--- config.mk ---
export PLATFORM = sky130hd
export DESIGN_NAME = router_pkt_gen
export DESIGN_NICKNAME = d
export VERILOG_FILES = /design/src/rtl/router_pkg.sv /design/src/rtl/router_lfsr8.sv /design/src/rtl/router_pkt_gen.sv
export SDC_FILE = /design/constraint.sdc
export NUM_CORES = 1
export LEC_CHECK = 0
export ABC_AREA = 1
export BUFFER_PORTS_ARGS = -buffer_cell sky130_fd_sc_hd__buf_2
export CAP_MARGIN = 20
export CORE_MARGIN = 1.5
export CORE_UTILIZATION = 30
export DETAILED_ROUTE_END_ITERATION = 7
export MAX_ROUTING_LAYER = met4
export SKIP_CTS_REPAIR_TIMING = 1
export SLEW_MARGIN = 20
export SYNTH_ARGS = -nofsm -noshare
export SYNTH_HDL_FRONTEND = slang
export SYNTH_SLANG_ARGS = --single-unit
--- constraint.sdc ---
create_clock -name clock -period 2.2 [get_ports clock]
set_input_delay 0.66 -clock clock [delete_from_list [all_inputs] [get_ports clock]]
set_output_delay 0.66 -clock clock [all_outputs]
set_load 0.03 [all_outputs]
--- src/rtl/router_pkg.sv ---
// router_pkg: shared header layout, FSM encoding and LFSR taps for the router packet generator
package router_pkg;
  localparam int ADDR_W = 2;
  localparam int LEN_W = 6;
  localparam int DATA_W = 8;
  localparam logic [ADDR_W-1:0] ADDR_ILLEGAL = 2'b11;
  localparam logic [DATA_W-1:0] LFSR_TAPS = 8'hB8;
  typedef enum logic [2:0] {S_IDLE, S_HDR, S_PLD, S_PAR, S_GAP} state_e;
  function automatic logic [DATA_W-1:0] pack_hdr(input logic [LEN_W-1:0] len, input logic [ADDR_W-1:0] addr);
    return {len, addr};
  endfunction
endpackage

--- src/rtl/router_lfsr8.sv ---
// router_lfsr8: 8-bit Fibonacci LFSR (x^8+x^6+x^5+x^4+1) with enable and seed load
module router_lfsr8
  import router_pkg::*;
#(
  parameter logic [7:0] SEED = 8'hA5
) (
  input  logic       clock,
  input  logic       resetn,
  input  logic       load,
  input  logic       en,
  output logic [7:0] state_q
);
  logic [7:0] state_d;
  always_comb state_d = load ? SEED : en ? {state_q[6:0], ^(state_q & LFSR_TAPS)} : state_q;
  always_ff @(posedge clock or negedge resetn)
    if (!resetn) state_q <= SEED;
    else state_q <= state_d;
endmodule

--- src/rtl/router_pkt_gen.sv ---
// router_pkt_gen: turns a one-cycle command into header/payload/parity bytes for the 1x3 router
module router_pkt_gen
  import router_pkg::*;
#(
  parameter logic [7:0] LFSR_SEED = 8'hA5,
  parameter int unsigned GAP_CYCLES = 2
) (
  input  logic        clock,
  input  logic        resetn,
  input  logic        start,
  input  logic [1:0]  addr,
  input  logic [5:0]  len,
  input  logic        mode,
  input  logic        busy,
  output logic [7:0]  data_in,
  output logic        pkt_valid,
  output logic        ready,
  output logic        done,
  output logic        cmd_err,
  output logic [15:0] pkt_count
);
  state_e state_q, state_d;
  logic [7:0] data_q, data_d, par_q, par_d, lfsr_q, pld;
  logic [5:0] cnt_q, cnt_d, len_q, len_d;
  logic [3:0] gap_q, gap_d;
  logic [15:0] pkt_count_q, pkt_count_d;
  logic valid_q, valid_d, mode_q, mode_d, done_q, done_d, err_q, err_d, lfsr_en;
  router_lfsr8 #(.SEED(LFSR_SEED)) u_lfsr (
    .clock(clock), .resetn(resetn), .load(1'b0), .en(lfsr_en), .state_q(lfsr_q)
  );
  assign pld = mode_q ? {2'b00, cnt_q} : lfsr_q;
  always_comb begin
    state_d = state_q;
    data_d = data_q;
    valid_d = valid_q;
    cnt_d = cnt_q;
    par_d = par_q;
    len_d = len_q;
    mode_d = mode_q;
    gap_d = gap_q;
    pkt_count_d = pkt_count_q;
    done_d = 1'b0;
    err_d = 1'b0;
    lfsr_en = 1'b0;
    case (state_q)
      S_IDLE:
        if (start && (addr == ADDR_ILLEGAL || len == '0)) err_d = 1'b1;
        else if (start) begin
          state_d = S_HDR;
          data_d = pack_hdr(len, addr);
          par_d = pack_hdr(len, addr);
          valid_d = 1'b1;
          cnt_d = '0;
          len_d = len;
          mode_d = mode;
        end
      S_HDR, S_PLD:
        if (!busy && cnt_q < len_q) begin
          state_d = S_PLD;
          data_d = pld;
          par_d = par_q ^ pld;
          cnt_d = cnt_q + 6'd1;
          lfsr_en = !mode_q;
        end else if (!busy) begin
          state_d = S_PAR;
          data_d = par_q;
          valid_d = 1'b0;
        end
      S_PAR:
        if (!busy) begin
          state_d = GAP_CYCLES == 0 ? S_IDLE : S_GAP;
          data_d = '0;
          done_d = 1'b1;
          pkt_count_d = pkt_count_q + 16'd1;
          gap_d = 4'(GAP_CYCLES);
        end
      S_GAP: begin
        state_d = gap_q <= 4'd1 ? S_IDLE : S_GAP;
        gap_d = gap_q <= 4'd1 ? 4'd0 : gap_q - 4'd1;
      end
      default: state_d = S_IDLE;
    endcase
  end
  always_ff @(posedge clock or negedge resetn)
    if (!resetn) begin
      state_q <= S_IDLE;
      data_q <= '0;
      valid_q <= 1'b0;
      cnt_q <= '0;
      par_q <= '0;
      len_q <= '0;
      mode_q <= 1'b0;
      gap_q <= '0;
      pkt_count_q <= '0;
      done_q <= 1'b0;
      err_q <= 1'b0;
    end else begin
      state_q <= state_d;
      data_q <= data_d;
      valid_q <= valid_d;
      cnt_q <= cnt_d;
      par_q <= par_d;
      len_q <= len_d;
      mode_q <= mode_d;
      gap_q <= gap_d;
      pkt_count_q <= pkt_count_d;
      done_q <= done_d;
      err_q <= err_d;
    end
  assign data_in = data_q;
  assign pkt_valid = valid_q;
  assign ready = state_q == S_IDLE && gap_q == 4'd0;
  assign done = done_q;
  assign cmd_err = err_q;
  assign pkt_count = pkt_count_q;
endmodule

## After elaboration in Yosys (flattened, before gate mapping)

Index checks and enable logic that the tools add are counted.
Widths: inputs -> output; s select.

- $add $sub $neg: 3
- Order comparisons: 2
- Equality and inequality tests: 12
- Muxes and demuxes: 34
- Bitwise operators: 3
- Reductions and logical operators: 21

Operator list:

| operator | number |
|---|---|
| $mux 8 | 7 |
| $pmux 8 s3 | 1 |
| $mux 3 | 6 |
| $mux 6 | 3 |
| $add 16x1->16 const B | 1 |
| $pmux 8 s2 | 1 |
| $ne 2x2->1 const B | 6 |
| $pmux 3 s4 | 1 |
| $pmux 6 s2 | 1 |
| $mux 1 | 10 |
| $reduce_and 5->1 | 2 |
| $mux 4 | 2 |
| $pmux 4 s2 | 1 |
| $reduce_and 4->1 | 2 |
| $reduce_xor 8->1 | 1 |
| $xor 8x8->8 | 1 |
| $add 6x1->6 const B | 1 |
| $eq 3x2->1 const B | 2 |
| $logic_not 6->1 | 1 |
| $lt 6x6->1 | 1 |
| $le 4x1->1 const B | 1 |
| $logic_not 4->1 | 1 |
| $reduce_and 2->1 | 2 |
| $reduce_bool 2->1 | 2 |
| 14 further kinds | 18 |

- Bits in registers: 63
- Output and inout port bits: 28

## Depth between registers and ports, before layout

- Depth after elaboration: 5
- Gate-level depth with buffers: 12
- Mapped depth without buffers: 11

## Hierarchy

A second synthesis with hierarchy kept.

- Cell total of the unflattened synthesis: 488
- Area total of the unflattened synthesis: 3666.0 um^2

Modules (own cells, without submodules):

| module | instances | cells an instance | area each (um^2) |
|---|---|---|---|
| router_pkt_gen | 1 | 442 | 3290.7 |
| router_lfsr8 | 1 | 46 | 375.4 |

## Worst setup path before layout

OpenSTA, ideal clock, no wires.

- Path type: register to register
- Start: reg cnt_q[3]
- End: reg u_lfsr.state_q[3]
- Setup time: 121 ps
- Arrival time: 1610 ps
- Data required time: 2079 ps
- Slack: 469 ps
- Stages on the path, launching flop included: 11
- Period minus slack after synthesis: 1731 ps
- Cell sequence: dfrtp_1 -> ha_1 -> nand2_1 -> nand2_1 -> a21oi_4 -> buf_4 -> nand4_4 -> nor2_4 -> inv_4 -> nand2_1 -> o21ai_1

- Longest elaborated chain between the ends: 4

Ends and longest elaborated chain:

| element | line | RTL |
|---|---|---|
| start, declared | router_pkt_gen.sv:24 | `logic [5:0] cnt_q, cnt_d, len_q, len_d;` |
| start signal, assigned | router_pkt_gen.sv:101 | `cnt_q <= cnt_d;` |
| $lt 6x6->1 | router_pkt_gen.sv:58 | `if (!busy && cnt_q < len_q) begin` |
| $logic_and 1x1->1 | router_pkt_gen.sv:58 |  |
| $mux 1 | router_pkt_gen.sv:58 |  |
| $mux 1 | router_pkt_gen.sv:45 | `case (state_q)` |
| end signal, assigned | router_lfsr8.sv:17 | `else state_q <= state_d;` |
| end, declared | router_lfsr8.sv:11 | `output logic [7:0] state_q` |

No other way between the ends.
A chain may end at the register's enable or synchronous reset.

## Final worst setup path

- Start: reg gap_q[0]
- End: out ready

- Longest elaborated chain between the ends: 2

Ends and longest elaborated chain:

| element | line | RTL |
|---|---|---|
| start, declared | router_pkt_gen.sv:25 | `logic [3:0] gap_q, gap_d;` |
| start signal, assigned | router_pkt_gen.sv:105 | `gap_q <= gap_d;` |
| $logic_not 4->1 | router_pkt_gen.sv:112 | `assign ready = state_q == S_IDLE && gap_q == 4'd0;` |
| $logic_and 1x1->1 | router_pkt_gen.sv:112 |  |
| end, declared | router_pkt_gen.sv:17 | `output logic ready,` |

No other way between the ends.

==> out/metrics.yaml <==
fmax_mhz: 501
ys_types: 33
cap_violations: 0
row_count: 40
worstPathArrival_ns: 1.34
max_stage_delay_ns: 0.40
die_x_um: 114
period_minus_slack_ns: 2.00
power_mw: 6.57
min_path_type: "input pin to async pin"
die_area_mm2: 0.0131
clockRootBuffer: "clkbuf_16"
status: "complete, no violations"
clk_pin_slew_worst_paths_ns: 0.05
peakVddDrop_mv: 0.486
worstPathMaxFanout: 4
synth_cells: 476
synth_flop_cell: "dfrtp_1"
wl_um: 8540
dpl_cell_area_mm2: 0.00408
gp_congestion: 0.839
ioPinCount: 41
final_cells: 694
synth_most_common_cell: "nand2_1"
critPathBufInv: 2
cts_buffer_depth: 2
h-tree-depth: 3
synth_area_leaders: "dfrtp_1 40%, nand2_1 14%, inv_1 6.3%, nor2_1 3.8%, o21ai_0 3.5%"
cts_buffers: 9
tightest_slew_ns: 0.531
dp.cells: 677
area_delta_synth_final_pct: 17.8
crit_type: "flip-flop to output pin"
ys_ff_latch: 63
synth-edff-count: 0
fin_util_pct: 36.4
drive_above_1_share_pct: 20.7
wl_per_cell_um: 12.3
firstDrtPassIters: 5
ant_nets: 0
slew_headroom_pct: 64.6
dp_hpwl_um: 6370
grt_max_degree: 64
path_cells: "inv_1, ha_1, nand2_1, nor2_1, buf_2"
fin_skew_ns: 0.00430
initialDrtViolationCount: 214
antenna_cells: 0
yosys_warnings: 0
synth_top_area_share_pct: 39.6
drv_slew: 0
worstSkewPairLatency_ns: 0.33
syn_avg_cell_area_um2: 7.83
synthArstFlopShare_pct: 100
cts_tree: "yes"
vias: 3082
synth_common_cells: "139 x nand2_1, 63 x inv_1, 59 x dfrtp_1"
tns_ns: 0
hold_viol_final: 0
yosysSeqAreaShare_pct: 42.4
p_per_area_mw_per_mm2: 1500
grt_usage_pct: 14.5
yosys.area.top_type: "dfrtp_1"
nets: 544
final_area_mm2: 0.00439
initial_core_util_pct: 30.9
leakage_nw: 2.26
post-route-period-util_pct: 90.7
cp-end-kind: "output pin"
vias_per_cell: 4.44
worstPathRequired_ns: 1.54
synth_nets: 499
die_h_um: 114
drc_errors: 0
slowest_stage: "dfrtp_1"
synthesis.area_mm2: 0.00373
antenna_found_initial: 0
io_buffers: 40
rsz0062_at_grt: "no"
grt_pass1_wl_um: 14300
grt_overflow: 0
grt_pass1_vias: 2905
clock_sinks: 63
crit_path_start_kind: "flip-flop"
path_delay_family: "flip-flops"
core-area_mm2: 0.0121
setup_viol: 0
path summary, 6_finish.rpt:
check	start	end	slack, ns	depth (start not counted)
setup / recovery	gap_q[0]$_DFFE_PN0P_	ready	0.20	5
hold / removal	resetn	u_lfsr.state_q[1]$_DFFE_PN0P_	0.32	2
setup reg to reg	cnt_q[3]$_DFFE_PN0P_	u_lfsr.state_q[3]$_DFFE_PN0P_	0.26	10
hold reg to reg	u_lfsr.state_q[6]$_DFFE_PN0P_	u_lfsr.state_q[6]$_DFFE_PN0P_	0.48	2
max in group asynchronous	resetn	u_lfsr.state_q[7]$_DFFE_PN1P_	1.57	2
min in group clock	u_lfsr.state_q[6]$_DFFE_PN0P_	u_lfsr.state_q[6]$_DFFE_PN0P_	0.48	2
power by group:
group          switching, mW  internal (mW)  total (mW)  leakage (nW)
Sequential             0.365           1.60        1.97         0.793
Combinational           2.14           1.07        3.21          1.33
Clock                  0.492          0.906        1.40         0.140
Total                   3.00           3.57        6.57          2.26
logic make-up after synthesis:
family,count (synthesis),synth area share (%)
adder cells (fa/ha/maj),10,3.36
AND/OR/NAND/NOR,242,30.1
AO/OA/AOI/OAI,57,9.03
buffers and inverters,82,9.97
flip-flops,63,42.4
XOR/XNOR,22,5.17
state kept, by name, indices dropped and copies added, names as in the netlist:
register        cells
len_q               6
state_q             3
gap_q               4
data_in             8
u_lfsr.state_q      8
pkt_count          16
pkt_valid           1
par_q               8
done                1
cnt_q               6
cmd_err             1
mode_q              1
layout by cell type, fill, tap and decap left out, types with 2 or more instances in the layout:
cell / instances
nand2_1: 139
inv_1: 63
dfrtp_1: 59
buf_2: 40
nor2_1: 38
o21ai_0: 26
nand3_1: 19
xor2_1: 14
nand4_1: 12
o21ai_1: 11
a21oi_1: 10
ha_1: 10
nand2_2: 9
clkbuf_16: 9
xnor2_1: 8
inv_2: 7
o21ai_2: 7
nor2_2: 4
nand3_2: 4
nor2_4: 4
or2_2: 4
dfstp_2: 4
nor3_1: 3
nand2_4: 3
clkbuf_1: 3
buf_4: 3
buf_12: 2
cell type report:
cell class / instances / area, µm²
Clock buffer: 13 / 250
Timing Repair Buffer: 45 / 263
Sequential cell: 63 / 1580
Clock inverter: 3 / 42.5
Tap cell: 168 / 210
Multi-Input combinational cell: 331 / 1780
Fill cell: 1221 / 7670
Inverter: 71 / 269
worst reg2reg max path, cell delays in order (launching register included):
cell and delay [ns]:
dfrtp_1 0.41, ha_1 0.32, nand2_1 0.07, nand2_1 0.08
a21oi_4 0.18, buf_4 0.21, nand4_4 0.14, nor2_4 0.23
inv_4 0.08, nand2_1 0.06, o21ai_1 0.06
stage by stage:
step,setup slack (ns),hold slack [ns]
floorplan,0.469,0.364
global placement,0.264,0.464
detailed placement,0.210,0.469
CTS,0.186,0.350
global route,0.0964,0.355
finish,0.204,0.318
routing by layer:
| metal | global-route usage, % | vias to the layer above | share of wire, % |
|---|---|---|---|
| li1 | - | 1581 | - |
| met1 | 20.0 | 1431 | 51 |
| met2 | 20.8 | 61 | 44 |
| met3 | 3.18 | 9 | 3.7 |
| met4 | 5.25 | 0 | 1.4 |
| met5 | - | - | 0 |
(Power assumes the default switching activity.)
